## config.mk

```make
export PLATFORM = sky130hd
export DESIGN_NAME = sprite_compositor
export DESIGN_NICKNAME = d
export VERILOG_FILES = /design/src/rtl/sprite_pkg.sv /design/src/rtl/sprite_compositor_hit.sv /design/src/rtl/sprite_compositor.sv
export SDC_FILE = /design/constraint.sdc
export NUM_CORES = 1
export LEC_CHECK = 0
export CORE_MARGIN = 1
export CORE_UTILIZATION = 35
export CTS_CLUSTER_DIAMETER = 80
export DETAILED_ROUTE_END_ITERATION = 8
export GPL_ROUTABILITY_DRIVEN = 1
export PLACE_DENSITY = 0.66
export SYNTH_ARGS = -nofsm -noshare
export SYNTH_HDL_FRONTEND = slang
export SYNTH_HIERARCHICAL = 1
export SYNTH_SLANG_ARGS = --single-unit
```

## constraint.sdc

```tcl
create_clock -name clk_25Hz -period 3.6 [get_ports clk_25Hz]
set_clock_uncertainty 0.2 [all_clocks]
set_input_delay 0.72 -clock clk_25Hz [delete_from_list [all_inputs] [get_ports clk_25Hz]]
set_output_delay 0.72 -clock clk_25Hz [all_outputs]
set_load 0.02 [all_outputs]
```

## src/rtl/sprite_pkg.sv

```systemverilog
// Shared constants, default sprite geometry/roles and slice helpers for the sprite compositor.
package sprite_pkg;

   localparam int SCREEN_W = 640;
   localparam int SCREEN_H = 480;
   localparam int COLOR_W  = 12;
   localparam int COORD_W  = 10;
   localparam int MAX_SPR  = 16;

   // Slot 0 is the wide missile, the rest are the 40x30 characters
   localparam logic [5*COORD_W-1:0] DEF_W_VEC   = {{4{10'd40}}, 10'd56};
   localparam logic [5*COORD_W-1:0] DEF_H_VEC   = {{4{10'd30}}, 10'd12};
   localparam logic [4:0]           DEF_HOSTILE = 5'b11100;
   localparam logic [4:0]           DEF_FRAGILE = 5'b00010;

   typedef logic [MAX_SPR*COORD_W-1:0] dim_vec_t;

   typedef enum logic [1:0] {
      EV_KEEP,
      EV_CLEAR,
      EV_SET,
      EV_COUNT
   } ev_action_e;

   function automatic logic [COORD_W-1:0] get_w(input dim_vec_t w_vec, input int idx);
      return w_vec[idx*COORD_W +: COORD_W];
   endfunction

   function automatic logic [COORD_W-1:0] get_h(input dim_vec_t h_vec, input int idx);
      return h_vec[idx*COORD_W +: COORD_W];
   endfunction

endpackage

```

## src/rtl/sprite_compositor_hit.sv

```systemverilog
// One sprite's bounding-box test and ROM address generator, with the stage-0/1 enable register.
module sprite_hit_unit
   import sprite_pkg::*;
#(
   parameter logic [COORD_W-1:0] W      = 10'd40,
   parameter logic [COORD_W-1:0] H      = 10'd30,
   parameter int                 ADDR_W = 12
) (
   input  logic               clk_25Hz,
   input  logic               rst,
   input  logic [COORD_W-1:0] h_cnt,
   input  logic [COORD_W-1:0] v_cnt,
   input  logic [COORD_W-1:0] pos_x,
   input  logic [COORD_W-1:0] pos_y,
   input  logic               valid,
   output logic [ADDR_W-1:0]  rom_addr,
   output logic               en1
);

   logic [COORD_W-1:0] dx;
   logic [COORD_W-1:0] dy;
   logic               hit;
   logic [ADDR_W-1:0]  addr_next;

   assign dx = h_cnt - pos_x;
   assign dy = v_cnt - pos_y;

   // The visible-area limits keep sprites hanging off the right/bottom edge from wrapping in
   assign hit = valid && (h_cnt >= pos_x) && (dx < W) && (v_cnt >= pos_y) && (dy < H)
             && (h_cnt < COORD_W'(SCREEN_W)) && (v_cnt < COORD_W'(SCREEN_H));

   assign addr_next = ADDR_W'(32'(dy) * 32'(W) + 32'(dx));

   always_ff @(posedge clk_25Hz or negedge rst) begin
      if (!rst) begin
         rom_addr <= '0;
         en1      <= 1'b0;
      end else begin
         rom_addr <= hit ? addr_next : '0;
         en1      <= hit;
      end
   end

endmodule

```

## src/rtl/sprite_compositor.sv

```systemverilog
// N-sprite compositor: per-sprite ROM addressing, priority/colour-key mixing and held collision events.
module sprite_compositor
   import sprite_pkg::*;
#(
   parameter int                         N_SPR        = 5,
   parameter logic [COORD_W*N_SPR-1:0]   W_VEC        = DEF_W_VEC,
   parameter logic [COORD_W*N_SPR-1:0]   H_VEC        = DEF_H_VEC,
   parameter int                         ADDR_W       = 12,
   parameter logic [N_SPR-1:0]           HOSTILE_MASK = DEF_HOSTILE,
   parameter logic [N_SPR-1:0]           FRAGILE_MASK = DEF_FRAGILE,
   parameter logic [COLOR_W-1:0]         TRANSP       = 12'h000,
   parameter logic [COLOR_W-1:0]         BG           = 12'hfff,
   parameter int                         HOLD_BITS    = 20
) (
   input  logic                       clk_25Hz,
   input  logic                       rst,
   input  logic [COORD_W-1:0]         h_cnt,
   input  logic [COORD_W-1:0]         v_cnt,
   input  logic [COORD_W*N_SPR-1:0]   pos_x,
   input  logic [COORD_W*N_SPR-1:0]   pos_y,
   input  logic [N_SPR-1:0]           valid,
   output logic [ADDR_W*N_SPR-1:0]    rom_addr,
   input  logic [COLOR_W*N_SPR-1:0]   rom_data,
   input  logic                       event_ack,
   output logic [COLOR_W-1:0]         Pixel,
   output logic [N_SPR-1:0]           Event,
   output logic                       event_pending
);

   localparam dim_vec_t W_ALL = dim_vec_t'(W_VEC);
   localparam dim_vec_t H_ALL = dim_vec_t'(H_VEC);
   localparam int       CNT_W = HOLD_BITS + 1;

   logic [N_SPR-1:0]   en1;
   logic [N_SPR-1:0]   die;
   logic               any_hostile;
   logic               any_friendly;
   logic [COLOR_W-1:0] pixel_next;
   logic [CNT_W-1:0]   hold_cnt;
   ev_action_e         ev_action;

   for (genvar i = 0; i < N_SPR; i++) begin : g_spr
      sprite_hit_unit #(
         .W      (get_w(W_ALL, i)),
         .H      (get_h(H_ALL, i)),
         .ADDR_W (ADDR_W)
      ) u_hit (
         .clk_25Hz (clk_25Hz),
         .rst      (rst),
         .h_cnt    (h_cnt),
         .v_cnt    (v_cnt),
         .pos_x    (pos_x[i*COORD_W +: COORD_W]),
         .pos_y    (pos_y[i*COORD_W +: COORD_W]),
         .valid    (valid[i]),
         .rom_addr (rom_addr[i*ADDR_W +: ADDR_W]),
         .en1      (en1[i])
      );
   end

   // Walk from lowest priority upward so sprite 0 overwrites everything beneath it
   always_comb begin
      pixel_next = BG;
      for (int i = N_SPR - 1; i >= 0; i--) begin
         if (en1[i] && (rom_data[i*COLOR_W +: COLOR_W] != TRANSP)) begin
            pixel_next = rom_data[i*COLOR_W +: COLOR_W];
         end
      end
   end

   always_ff @(posedge clk_25Hz or negedge rst) begin
      if (!rst) begin
         Pixel <= BG;
      end else begin
         Pixel <= pixel_next;
      end
   end

   // Collisions use bounding boxes only; like-with-like overlaps are harmless
   assign any_hostile  = |(en1 & HOSTILE_MASK);
   assign any_friendly = |(en1 & ~HOSTILE_MASK);
   assign die = (en1 & HOSTILE_MASK & {N_SPR{any_friendly}})
              | (en1 & ~HOSTILE_MASK & FRAGILE_MASK & {N_SPR{any_hostile}});

   always_comb begin
      ev_action = EV_KEEP;
      if (event_ack) begin
         ev_action = EV_CLEAR;
      end else if ((die & ~Event) != '0) begin
         ev_action = EV_SET;
      end else if ((Event != '0) && !hold_cnt[CNT_W-1]) begin
         ev_action = EV_COUNT;
      end else if (hold_cnt[CNT_W-1]) begin
         ev_action = EV_CLEAR;
      end
   end

   // Every newly seen die bit restarts the hold window
   always_ff @(posedge clk_25Hz or negedge rst) begin
      if (!rst) begin
         Event    <= '0;
         hold_cnt <= '0;
      end else begin
         unique case (ev_action)
            EV_CLEAR: begin
               Event    <= '0;
               hold_cnt <= '0;
            end
            EV_SET: begin
               Event    <= Event | die;
               hold_cnt <= '0;
            end
            EV_COUNT: hold_cnt <= hold_cnt + 1'b1;
            default:  hold_cnt <= hold_cnt;
         endcase
      end
   end

   assign event_pending = |Event;

endmodule
```

==> results.sh, run 1 <==
export IMPL_regToRegSetupSlack_ns=0.40
export IMPL_final_hold_violation_count=0
export IMPL_drcViolationCount=1
export IMPL_post_syn_instances=1514
export IMPL_finalCritPeriodShare=1.15
export IMPL_post_route_min_period_ns=4.13
export IMPL_total_power_mw=10.4
export IMPL_path_clk_slew_ns=0.08
export IMPL_setup_viol=35
export IMPL_grt_pass1_vias=14200
export IMPL_globalRouteOverflowTotal=0
export IMPL_number_of_i_o_pins=266
export IMPL_row_cnt=70
export IMPL_final_net_count=2594
export IMPL_antenna_diode_count=0
export IMPL_worstReg2RegStart="Event[3]"
export IMPL_placeableCoreArea_mm2=0.0365
export IMPL_synth_warnings=6
export IMPL_grt_antenna_before_repair=1
export IMPL_critical_path_n_buffers_inverters=3
export IMPL_postSynth_asyncResetShare=1.00
export IMPL_synth_enable_flop_cells=0
export IMPL_maxCapViolCount=0
export IMPL_worst_pin_slew_ns=1.04
export IMPL_yosysUniqueCellTypes=87
export IMPL_failed_checks="design-rule violations, negative setup slack"
export IMPL_cp_data_required_time_ns=3.66
export IMPL_post_drt_via_cell_ratio=5.26
export IMPL_tritoncts_num_buffers=9
export IMPL_dominantRegCellSynth="sky130_fd_sc_hd__dfrtp_1"
export IMPL_pins_over_their_slew_limit=0
export IMPL_1st_pass_router_iterations=9
export IMPL_worst_path_max_fanout=4
export IMPL_clk_root_buffer_cell="sky130_fd_sc_hd__clkbuf_16"
export IMPL_cp_cell_sequence="buf_16 -> clkinv_8 -> ha_4 -> inv_2 -> fa_2 -> a211oi_4 -> nor2_2 -> xor2_1 -> ha_1 -> ha_4 -> a21oi_4 -> nor2b_1 -> nor2_1 -> xnor2_1 -> ha_2 -> nor2_4 -> nor2_4 -> o311ai_4 -> xnor2_1 -> xnor2_1 -> nor3_2"
export IMPL_postLayoutCoreUtil=0.596
export IMPL_yosysSeqAreaShare=0.198
export IMPL_postLayoutCellArea_mm2=0.0218
export IMPL_critical_path_top_delay_family="adder cells"
export IMPL_grt_max_degree=71
export IMPL_final_layout_size_suffix_gt1_frac=0.363
export IMPL_critPathMaxStageDelay_ns=0.41
export IMPL_critPathSlowestCell="sky130_fd_sc_hd__fa_2"
export IMPL_nFillCells=3063
export IMPL_grt_pass1_wl_um=73300
export IMPL_rsz0062_at_grt="yes"
export IMPL_avgRoutedWirePerCell_um=17.8
export IMPL_cts_tree="built"
export IMPL_r2r_end="hold_cnt[16]"
export IMPL_grt_usage=0.245
export IMPL_wirelength_um=47400
export IMPL_setup_worst_path_end_class="register"
export IMPL_run_status="finished, violations left"
export IMPL_finalWorstSetupSlack_ns=-0.533
export IMPL_die_h_um=194
export IMPL_place_ws_ns=-1.37
export IMPL_powerDensity_mw_per_mm2=480
export IMPL_ff2ff_path_depth=9
export IMPL_synthesis_area_mm2=0.0130
export IMPL_area_delta_synth_final_pct=68.0
export IMPL_cts_sinks=102
export IMPL_critical_path_top_cell_by_count="sky130_fd_sc_hd__xnor2_1"
export IMPL_postPlaceCellArea_mm2=0.0195
export IMPL_syn_nets=1917
export IMPL_p_leak_nw=9.84
export IMPL_num_vias=14000
export IMPL_synth_seq_cells=102
export IMPL_start_util=0.355
export IMPL_floorplan_die_width_um=194
export IMPL_ir_drop_mv=0.396
export IMPL_worst_ep_arrival_time_ns=4.19
export IMPL_slew_headroom=0.303
export IMPL_startpoint_type="input pin"
export IMPL_io_buffers=264
export IMPL_drt_antenna_violating_nets=0
export IMPL_highest_clock_rate_mhz=242
export IMPL_post_synth_cell_area_avg_um2=8.56
export IMPL_worstSkewPairLatency_ns=0.37
export IMPL_worst_hold_path_type="in2async"
export IMPL_finalWeightedCongestion=0.925
export IMPL_dp_hpwl_um=37100
export IMPL_die_area_mm2=0.0378
export IMPL_worst_setup_path_type="in2reg"
export IMPL_initialDrtViolationCount=594
export IMPL_cts_max_path_buffers=2
export IMPL_ctsHtreeMaxLevel=3
[cell usage after synthesis (8+ instances only)]
cell	n	area share
sky130_fd_sc_hd__dfstp_2	12	0.024
sky130_fd_sc_hd__a211oi_1	25	0.014
sky130_fd_sc_hd__and3_1	8	0.0039
sky130_fd_sc_hd__dfrtp_1	90	0.17
sky130_fd_sc_hd__nand2_1	62	0.018
sky130_fd_sc_hd__o2111ai_1	8	0.0054
sky130_fd_sc_hd__o21ai_0	63	0.024
sky130_fd_sc_hd__o311ai_0	25	0.017
sky130_fd_sc_hd__ha_1	192	0.19
sky130_fd_sc_hd__o211ai_1	10	0.0058
sky130_fd_sc_hd__nand3_1	20	0.0077
sky130_fd_sc_hd__nor3_1	38	0.015
sky130_fd_sc_hd__a31oi_1	8	0.0039
sky130_fd_sc_hd__a21oi_1	108	0.042
sky130_fd_sc_hd__o311ai_1	8	0.0054
sky130_fd_sc_hd__and2_1	30	0.014
sky130_fd_sc_hd__xor2_1	57	0.039
sky130_fd_sc_hd__inv_1	181	0.052
sky130_fd_sc_hd__clkbuf_1	20	0.0058
sky130_fd_sc_hd__nor2b_1	27	0.013
sky130_fd_sc_hd__o21a_1	25	0.014
sky130_fd_sc_hd__nand2b_1	13	0.0063
sky130_fd_sc_hd__nor3b_1	8	0.0046
sky130_fd_sc_hd__nor3_2	25	0.019
sky130_fd_sc_hd__or2_2	8	0.0039
sky130_fd_sc_hd__xnor2_1	69	0.047
sky130_fd_sc_hd__o21bai_1	21	0.012
sky130_fd_sc_hd__o31ai_1	18	0.010
sky130_fd_sc_hd__nand4_1	24	0.012
sky130_fd_sc_hd__fa_1	23	0.036
sky130_fd_sc_hd__nor2_1	85	0.025
sky130_fd_sc_hd__or4_1	22	0.013
sky130_fd_sc_hd__a21o_1	42	0.024
[flip-flops by register name, summed over array words and instances, names as in the netlist]
| signal | flops |
|---|---|
| g_spr.u_hit/rom_addr | 60 |
| hold_cnt | 21 |
| Pixel | 12 |
| Event | 4 |
| g_spr.u_hit/en1 | 5 |
[cell type report]
cell class                      count  area [µm²]  area share
Clock inverter                      6        53.8     0.00247
Clock buffer                       10         229      0.0105
Sequential cell                   102        2570       0.118
Multi-Input combinational cell   1195       11300       0.520
Inverter                          181         763      0.0350
Timing Repair Buffer              702        6250       0.287
Tap cell                          468         586      0.0269
[routing by layer]
metal / part of all wire / vias to the layer above / global-route usage
met1: 0.42 / 6674 / 0.300
met2: 0.50 / 401 / 0.440
met4: 0.031 / 2 / 0.0867
li1: - / 6850 / -
met3: 0.044 / 73 / 0.0264
met5: 0.00027 / - / 0
[cells in the final DEF, fill, tap and decap left out, types with 21 or more instances in the layout]
cell,Yosys,routed
sky130_fd_sc_hd__xnor2_1,69,53
sky130_fd_sc_hd__inv_1,181,155
sky130_fd_sc_hd__ha_4,0,54
sky130_fd_sc_hd__o21a_1,25,23
sky130_fd_sc_hd__nand2_1,62,59
sky130_fd_sc_hd__o21ai_0,63,51
sky130_fd_sc_hd__ha_1,192,127
sky130_fd_sc_hd__nor3_2,25,33
sky130_fd_sc_hd__clkdlybuf4s50_1,0,234
sky130_fd_sc_hd__and2_1,30,23
sky130_fd_sc_hd__or4_1,22,21
sky130_fd_sc_hd__dfrtp_1,90,90
sky130_fd_sc_hd__nor3_1,38,27
sky130_fd_sc_hd__o311ai_0,25,24
sky130_fd_sc_hd__a21oi_2,5,30
sky130_fd_sc_hd__a21oi_1,108,75
sky130_fd_sc_hd__xor2_1,57,46
sky130_fd_sc_hd__nor2_1,85,70
sky130_fd_sc_hd__buf_6,6,37
sky130_fd_sc_hd__a21o_1,42,42
sky130_fd_sc_hd__nand4_1,24,24
sky130_fd_sc_hd__buf_4,4,388
[worst max-delay path by stage]
stage | end | slack [ns] | cells after the start | startpoint
CTS | g_spr[0].u_hit/rom_addr[11] | -0.57 | 20 | v_cnt[1]
global placement | g_spr[1].u_hit/rom_addr[11] | -1.30 | 22 | v_cnt[0]
finish | g_spr[1].u_hit/rom_addr[11] | -0.53 | 21 | v_cnt[0]
detailed placement | g_spr[0].u_hit/rom_addr[11] | -1.37 | 18 | pos_y[1]
floorplan | g_spr[0].u_hit/rom_addr[11] | -0.63 | 17 | v_cnt[0]
global route | g_spr[1].u_hit/rom_addr[11] | -0.73 | 21 | v_cnt[0]
[logic make-up (layout without fill, tap and decap cells)]
family / count (synthesis) / in the layout / synth area share
AOI/OAI and AO/OA: 433 / 433 / 0.234
and+or+nand+nor: 415 / 415 / 0.187
buffers and inverters: 217 / 899 / 0.0681
adders and majority gates: 215 / 215 / 0.221
xor gates and xnor gates: 128 / 128 / 0.0886
DFF: 102 / 102 / 0.198
muxes: 3 / 3 / 0.00232
other: 1 / 1 / 0.000289
[repair_timing]
item / in CTS / in global routing
pin swaps: 126 / 126
buffers inserted: 47 / 21
hold buffers: 0 / 0
endpoints found under the hold margin: 0 / 0
gates cloned: 1 / 2
endpoints found under the setup margin: 65 / 54
resized for setup: 216 / 130
[stage by stage]
step | setup TNS (ns) | hold slack [ns] | cells
floorplan | -6.81 | 0.224 | 1514
global placement | -55.49 | 0.298 | 2589
detailed placement | -59.61 | 0.302 | 2589
CTS | -9.90 | 0.106 | 2647
global route | -15.98 | 0.124 | 2664
finish | -11.01 | 0.0915 | 2664
[report_power, final]
group	switching [mW]	internal, mW
registers	0.0000551	1.15
clock network	0.513	0.483
logic	3.78	4.52
total	4.30	6.15
Note: power is estimated with default switching activity, not from simulation.
==> run 2: changes to the inputs <==
- CELL_PAD_IN_SITES_DETAIL_PLACEMENT: unset -> 1
- CELL_PAD_IN_SITES_GLOBAL_PLACEMENT: unset -> 1
- PLACE_DENSITY: 0.66 -> 0.82
==> run 2 against run 1 <==
- the flow finishes with violations (negative setup slack)
- via count rose by 24%
- total power rose by 23%
- combinational power rose by 28%
- first-iteration DRC count rose by 120%
- clock-buffer cell count fell by 1
==> results.sh, run 2 (synthesis gave the netlist of run 1 again) <==
export IMPL_run_status="finished, violations left"
export IMPL_failed_checks="negative setup slack"
export IMPL_largestRegisters="g_spr.u_hit/rom_addr: 60 flops, hold_cnt: 21 flops, Pixel: 12 flops"
export IMPL_largest_register_ff_count=60
export IMPL_worstSkewPairLatency_ns=0.38
export IMPL_cp_data_required_time_ns=3.69
export IMPL_ir_drop_mv=0.713
export IMPL_final_net_count=2670
export IMPL_grt_antenna_before_repair=6
export IMPL_nFillCells=3941
export IMPL_area_delta_synth_final_pct=77.2
export IMPL_p_leak_nw=10.4
export IMPL_finalWeightedCongestion=0.939
export IMPL_worst_ep_arrival_time_ns=4.66
export IMPL_io_buffers=264
export IMPL_path_clk_slew_ns=0.09
export IMPL_setup_total_negative_slack_ns=-29.18
export IMPL_finalCritPeriodShare=1.27
export IMPL_cts_max_path_buffers=2
export IMPL_slew_headroom=0.181
export IMPL_post_drt_via_cell_ratio=6.34
export IMPL_ctsHtreeMaxLevel=3
export IMPL_tritoncts_num_buffers=9
export IMPL_wirelength_um=86300
export IMPL_mostFrequentLayoutCells="sky130_fd_sc_hd__buf_4 (469), sky130_fd_sc_hd__clkdlybuf4s50_1 (229), sky130_fd_sc_hd__inv_1 (147)"
export IMPL_setup_viol=65
export IMPL_cts_tree="built"
export IMPL_row_cnt=70
export IMPL_worst_path_max_fanout=6
export IMPL_mostFrequentLayoutCell="sky130_fd_sc_hd__buf_4"
export IMPL_final_layout_size_suffix_gt1_frac=0.415
export IMPL_worst_pin_slew_ns=1.22
export IMPL_startpoint_type="input pin"
export IMPL_globalRouteOverflowTotal=0
export IMPL_drcViolationCount=0
export IMPL_grt_pass1_wl_um=105000
export IMPL_placeableCoreArea_mm2=0.0365
export IMPL_floorplan_die_width_um=194
export IMPL_final_hold_violation_count=0
export IMPL_setup_worst_path_end_class="register"
export IMPL_dp_hpwl_um=44100
export IMPL_initialDrtViolationCount=1325
export IMPL_maxCapViolCount=0
export IMPL_pins_over_their_slew_limit=0
export IMPL_grt_max_degree=55
export IMPL_finalWorstSetupSlack_ns=-0.970
export IMPL_rsz0062_at_grt="yes"
export IMPL_grt_pass1_vias=18200
export IMPL_regMostFlops="g_spr.u_hit/rom_addr"
export IMPL_total_power_mw=12.8
export IMPL_number_of_i_o_pins=266
export IMPL_final_instance_count_excl_fill=2741
export IMPL_post_route_min_period_ns=4.57
export IMPL_worst_setup_path_type="in2reg"
export IMPL_highest_clock_rate_mhz=219
export IMPL_worst_hold_path_type="in2async"
export IMPL_start_util=0.355
export IMPL_1st_pass_router_iterations=5
export IMPL_grt_usage=0.359
export IMPL_avgRoutedWirePerCell_um=31.5
export IMPL_powerDensity_mw_per_mm2=560
export IMPL_drt_antenna_violating_nets=0
export IMPL_postLayoutCoreUtil=0.629
export IMPL_regToRegSetupSlack_ns=0.21
export IMPL_cts_sinks=102
export IMPL_die_h_um=194
export IMPL_num_vias=17400
export IMPL_placedCellCount=2603
export IMPL_clk_root_buffer_cell="sky130_fd_sc_hd__clkbuf_16"
export IMPL_die_area_mm2=0.0378
-- run 2: changes by cell type in the layout (fill, tap and decap cells not counted), moves of 8 or more --
| cell | change |
|---|---|
| sky130_fd_sc_hd__inv_1 | -8 |
| sky130_fd_sc_hd__buf_6 | -8 |
| sky130_fd_sc_hd__a21oi_2 | +10 |
| sky130_fd_sc_hd__a21oi_1 | -9 |
| sky130_fd_sc_hd__ha_4 | +15 |
| sky130_fd_sc_hd__ha_1 | -15 |
| sky130_fd_sc_hd__nor3_2 | -9 |
| sky130_fd_sc_hd__buf_4 | +81 |
-- run 2: stage by stage --
stage,hold WS [ns],instance area [µm²],worst slack [ns]
3_5_place_dp,0.315,19600,-1.57
3_3_place_gp,0.294,19600,-1.32
5_1_grt,0.285,23000,-1.01
6_report,0.226,23000,-0.970
4_1_cts,0.239,21600,-0.561
2_1_floorplan,0.224,13500,-0.628
-- run 2: worst max-delay path: stages --
cell and delay [ns]:
sky130_fd_sc_hd__buf_12 0.10, sky130_fd_sc_hd__inv_16 0.03, sky130_fd_sc_hd__ha_4 0.23, sky130_fd_sc_hd__nor2b_4 0.13, sky130_fd_sc_hd__o21a_1 0.23, sky130_fd_sc_hd__o21a_4 0.26, sky130_fd_sc_hd__o31a_1 0.28, sky130_fd_sc_hd__o21ai_1 0.16
sky130_fd_sc_hd__nand2b_1 0.12, sky130_fd_sc_hd__buf_6 0.15, sky130_fd_sc_hd__xnor2_4 0.15, sky130_fd_sc_hd__ha_4 0.19, sky130_fd_sc_hd__nand2b_1 0.08, sky130_fd_sc_hd__nand3_2 0.13, sky130_fd_sc_hd__a2111oi_4 0.38, sky130_fd_sc_hd__o221ai_2 0.17
sky130_fd_sc_hd__nor4_2 0.36, sky130_fd_sc_hd__nor4b_4 0.35, sky130_fd_sc_hd__buf_6 0.19, sky130_fd_sc_hd__nor3b_2 0.23
-- run 2: path summary, 6_finish.rpt --
| kind | to | cells past startpoint | from |
|---|---|---|---|
| max reg2reg | hold_cnt[16] | 8 | g_spr[2].u_hit/en1 |
| max | g_spr[0].u_hit/rom_addr[9] | 20 | pos_y[1] |
| max in group asynchronous | Pixel[3] | 2 | rst |
| min reg2reg | hold_cnt[19] | 2 | hold_cnt[19] |
| min in group clk_25Hz | hold_cnt[19] | 2 | hold_cnt[19] |
| min | g_spr[1].u_hit/rom_addr[10] | 1 | rst |
-- run 2: area by class of cell --
cell class              count  area, µm²  share of cell area
multi-input cells        1195      11900               0.520
repair buffers            778       6800               0.296
flip-flops and latches    102       2570               0.112
inverters                 181        766              0.0334
well taps                 468        586              0.0255
clock buffers               9        225             0.00981
clock inverters             7       73.8             0.00322
diodes                      1       2.50            0.000109
-- run 2: per-layer routing --
metal  wire [µm]  global-route usage  part of all wire  vias to the layer above
met5          67                   0           0.00078                        -
met4        8600               0.260              0.10                       10
met3        8420              0.0566             0.098                      606
met2       39400               0.652              0.46                     1285
met1       29800               0.375              0.34                     8496
li1            -                   -                 -                     6985
-- run 2: power by group --
part           total, mW  internal, mW  switching (mW)
Combinational       10.6          5.16            5.46
Sequential          1.15          1.15       0.0000608
Clock               1.08         0.496           0.586
-- run 2: what timing repair did --
item / in CTS / in global routing
buffers inserted: 86 / 47
pin swaps: 149 / 152
hold buffers: 0 / 0
gates cloned: 3 / 1
resized for setup: 257 / 219
endpoints found under the setup margin: 65 / 63
==> run 3: changes to the inputs <==
- SKIP_LAST_GASP: unset -> 1
- SLEW_MARGIN: unset -> 20
==> run 3 against run 2 <==
- the flow still finishes with violations (negative setup slack)
- routed wire length increased by 1.9%
- largest cell class unchanged
- worst hold slack got worse by 0.0019 ns
- highest routed layer unchanged
- clock power increased by 4%
- clock-buffer cell count unchanged
- critical endpoint is now g_spr[1].u_hit/rom_addr[11]
- via count increased by 0.94%
- sequential power about the same
==> results.sh, run 3 (synthesis gave the netlist of run 1 again) <==
export IMPL_final_net_count=2658
export IMPL_regMostFlops="g_spr.u_hit/rom_addr"
export IMPL_grt_pass1_vias=18400
export IMPL_finalWorstSetupSlack_ns=-1.26
export IMPL_clk_root_buffer_cell="sky130_fd_sc_hd__clkbuf_16"
export IMPL_number_of_i_o_pins=266
export IMPL_start_util=0.355
export IMPL_wirelength_um=87900
export IMPL_grt_antenna_before_repair=2
export IMPL_post_drt_via_cell_ratio=6.43
export IMPL_cp_cell_sequence="buf_12 -> inv_2 -> ha_4 -> inv_2 -> fa_2 -> a211oi_4 -> nor2_4 -> xor2_2 -> ha_4 -> fa_2 -> ha_4 -> nand2_2 -> o21ai_2 -> or2_4 -> o311ai_4 -> xnor2_2 -> xnor2_1 -> nor3_2"
export IMPL_drt_antenna_violating_nets=0
export IMPL_grt_max_degree=55
export IMPL_met3RoutedLength_um=8890
export IMPL_worst_setup_path_type="in2reg"
export IMPL_final_layout_size_suffix_gt1_frac=0.402
export IMPL_place_ws_ns=-1.57
export IMPL_failed_checks="negative setup slack"
export IMPL_area_delta_synth_final_pct=75.3
export IMPL_regToRegSetupSlack_ns=0.10
export IMPL_powerDensity_mw_per_mm2=553
export IMPL_cp_startpoint="v_cnt[0]"
export IMPL_grt_pass1_wl_um=106000
export IMPL_critical_path_top_cell_by_count="sky130_fd_sc_hd__ha_4"
export IMPL_post_route_min_period_ns=4.86
export IMPL_slew_headroom=0.173
export IMPL_cts_tree="built"
export IMPL_hold_worst_slack_ns=0.224
export IMPL_startpoint_type="input pin"
export IMPL_avgRoutedWirePerCell_um=32.2
export IMPL_placeableCoreArea_mm2=0.0365
export IMPL_pins_over_their_slew_limit=0
export IMPL_setup_worst_path_end_class="register"
export IMPL_seqCellArea_mm2=0.00257
export IMPL_1st_pass_router_iterations=5
export IMPL_highest_clock_rate_mhz=206
export IMPL_nFillCells=3968
export IMPL_setup_viol=65
export IMPL_cp_data_required_time_ns=3.71
export IMPL_critPathSlowestCell="sky130_fd_sc_hd__fa_2"
export IMPL_largest_register_ff_count=60
export IMPL_mostFrequentLayoutCell="sky130_fd_sc_hd__buf_4"
export IMPL_worst_hold_path_type="in2async"
export IMPL_drcViolationCount=0
export IMPL_cts_sinks=102
export IMPL_worst_path_max_fanout=4
export IMPL_ctsHtreeMaxLevel=3
export IMPL_total_power_mw=12.6
export IMPL_postLayoutCellArea_mm2=0.0227
export IMPL_routedLengthMet1_um=30400
export IMPL_path_clk_slew_ns=0.10
export IMPL_worstReg2RegStart="g_spr[2].u_hit/en1"
export IMPL_grt_usage=0.364
export IMPL_floorplan_die_width_um=194
export IMPL_finalCritPeriodShare=1.35
export IMPL_final_hold_violation_count=0
export IMPL_r2r_end="hold_cnt[18]"
export IMPL_critPathMaxStageDelay_ns=0.58
export IMPL_mostFrequentLayoutCells="sky130_fd_sc_hd__buf_4 (459), sky130_fd_sc_hd__clkdlybuf4s50_1 (230), sky130_fd_sc_hd__inv_1 (149)"
export IMPL_maxCapViolCount=0
export IMPL_globalRouteOverflowTotal=0
export IMPL_p_leak_nw=10.3
export IMPL_cts_max_path_buffers=2
export IMPL_multi_input_gate_area_mm2=0.0118
export IMPL_worst_ep_arrival_time_ns=4.97
export IMPL_largestRegisters="g_spr.u_hit/rom_addr: 60 flops, hold_cnt: 21 flops, Pixel: 12 flops"
export IMPL_highest_signal_layer="met5"
export IMPL_worst_pin_slew_ns=1.24
export IMPL_ff2ff_path_depth=8
export IMPL_ir_drop_mv=0.490
export IMPL_dp_hpwl_um=44100
export IMPL_io_buffers=264
export IMPL_dr_wl_met2_um=39500
export IMPL_worstSkewPairLatency_ns=0.40
export IMPL_tritoncts_num_buffers=9
export IMPL_die_h_um=194
export IMPL_die_area_mm2=0.0378
export IMPL_num_vias=17500
export IMPL_finalWeightedCongestion=0.939
export IMPL_worst_setup_path_endpoint="g_spr[1].u_hit/rom_addr[11]"
export IMPL_run_status="finished, violations left"
export IMPL_initialDrtViolationCount=1524
export IMPL_antenna_diode_count=0
export IMPL_row_cnt=70
export IMPL_postPlaceCellArea_mm2=0.0196
export IMPL_rsz0062_at_grt="yes"
[run 3: per-layer routing]
metal | vias up | track usage
li1 | 6970 | -
met1 | 8433 | 0.376
met2 | 1449 | 0.653
met3 | 690 | 0.0661
met4 | 4 | 0.277
met5 | - | 0
[run 3: metrics by stage]
stage / instances / utilization / TNS [ns]
after floorplan: 1514 / - / -6.81
after global placement: 2603 / 0.536 / -57.31
after detailed placement: 2603 / 0.536 / -63.14
after CTS: 2700 / 0.589 / -10.44
after global routing: 2728 / 0.622 / -44.44
final: 2728 / 0.622 / -40.00
[run 3: area by class of cell]
cell class,count,area share
Timing Repair Buffer,766,0.294
Clock buffer,9,0.00991
Inverter,181,0.0338
Multi-Input combinational cell,1195,0.520
Tap cell,468,0.0258
Sequential cell,102,0.113
Clock inverter,7,0.00325
[run 3: where the power goes]
group          leakage, nW  total [mW]  switching, mW  internal, mW
Clock                0.147        1.12          0.619         0.496
Combinational         8.76        10.3           5.46          4.85
Sequential            1.38        1.15      0.0000613          1.15
[run 3: worst max-delay path, delay by kind of cell]
kind / cells / cell delay [ns]
buf+inv: 3 / 0.24
compound gates: 3 / 0.99
fa+ha+maj: 5 / 1.58
xor+xnor: 3 / 0.84
simple gates: 4 / 0.59
[run 3: worst min-delay path by stage]
| stage | from | to | slack (ns) | cells after the start |
|---|---|---|---|---|
| floorplan | rst | Event[1] | 0.22 | 0 |
| global placement | hold_cnt[1] | hold_cnt[1] | 0.29 | 2 |
| detailed placement | hold_cnt[1] | hold_cnt[1] | 0.31 | 2 |
| CTS | rst | hold_cnt[11] | 0.24 | 1 |
| global route | rst | hold_cnt[11] | 0.28 | 1 |
| finish | rst | g_spr[1].u_hit/rom_addr[9] | 0.22 | 1 |
[run 3: what timing repair did]
| action | 4_1_cts | 5_1_grt |
|---|---|---|
| setup endpoints to repair | 65 | 60 |
| hold buffers | 0 | 0 |
| cloned | 3 | 0 |
| pin swaps | 149 | 110 |
| setup buffers | 86 | 40 |
| gates resized for setup | 251 | 200 |
| endpoints found under the hold margin | 0 | 0 |
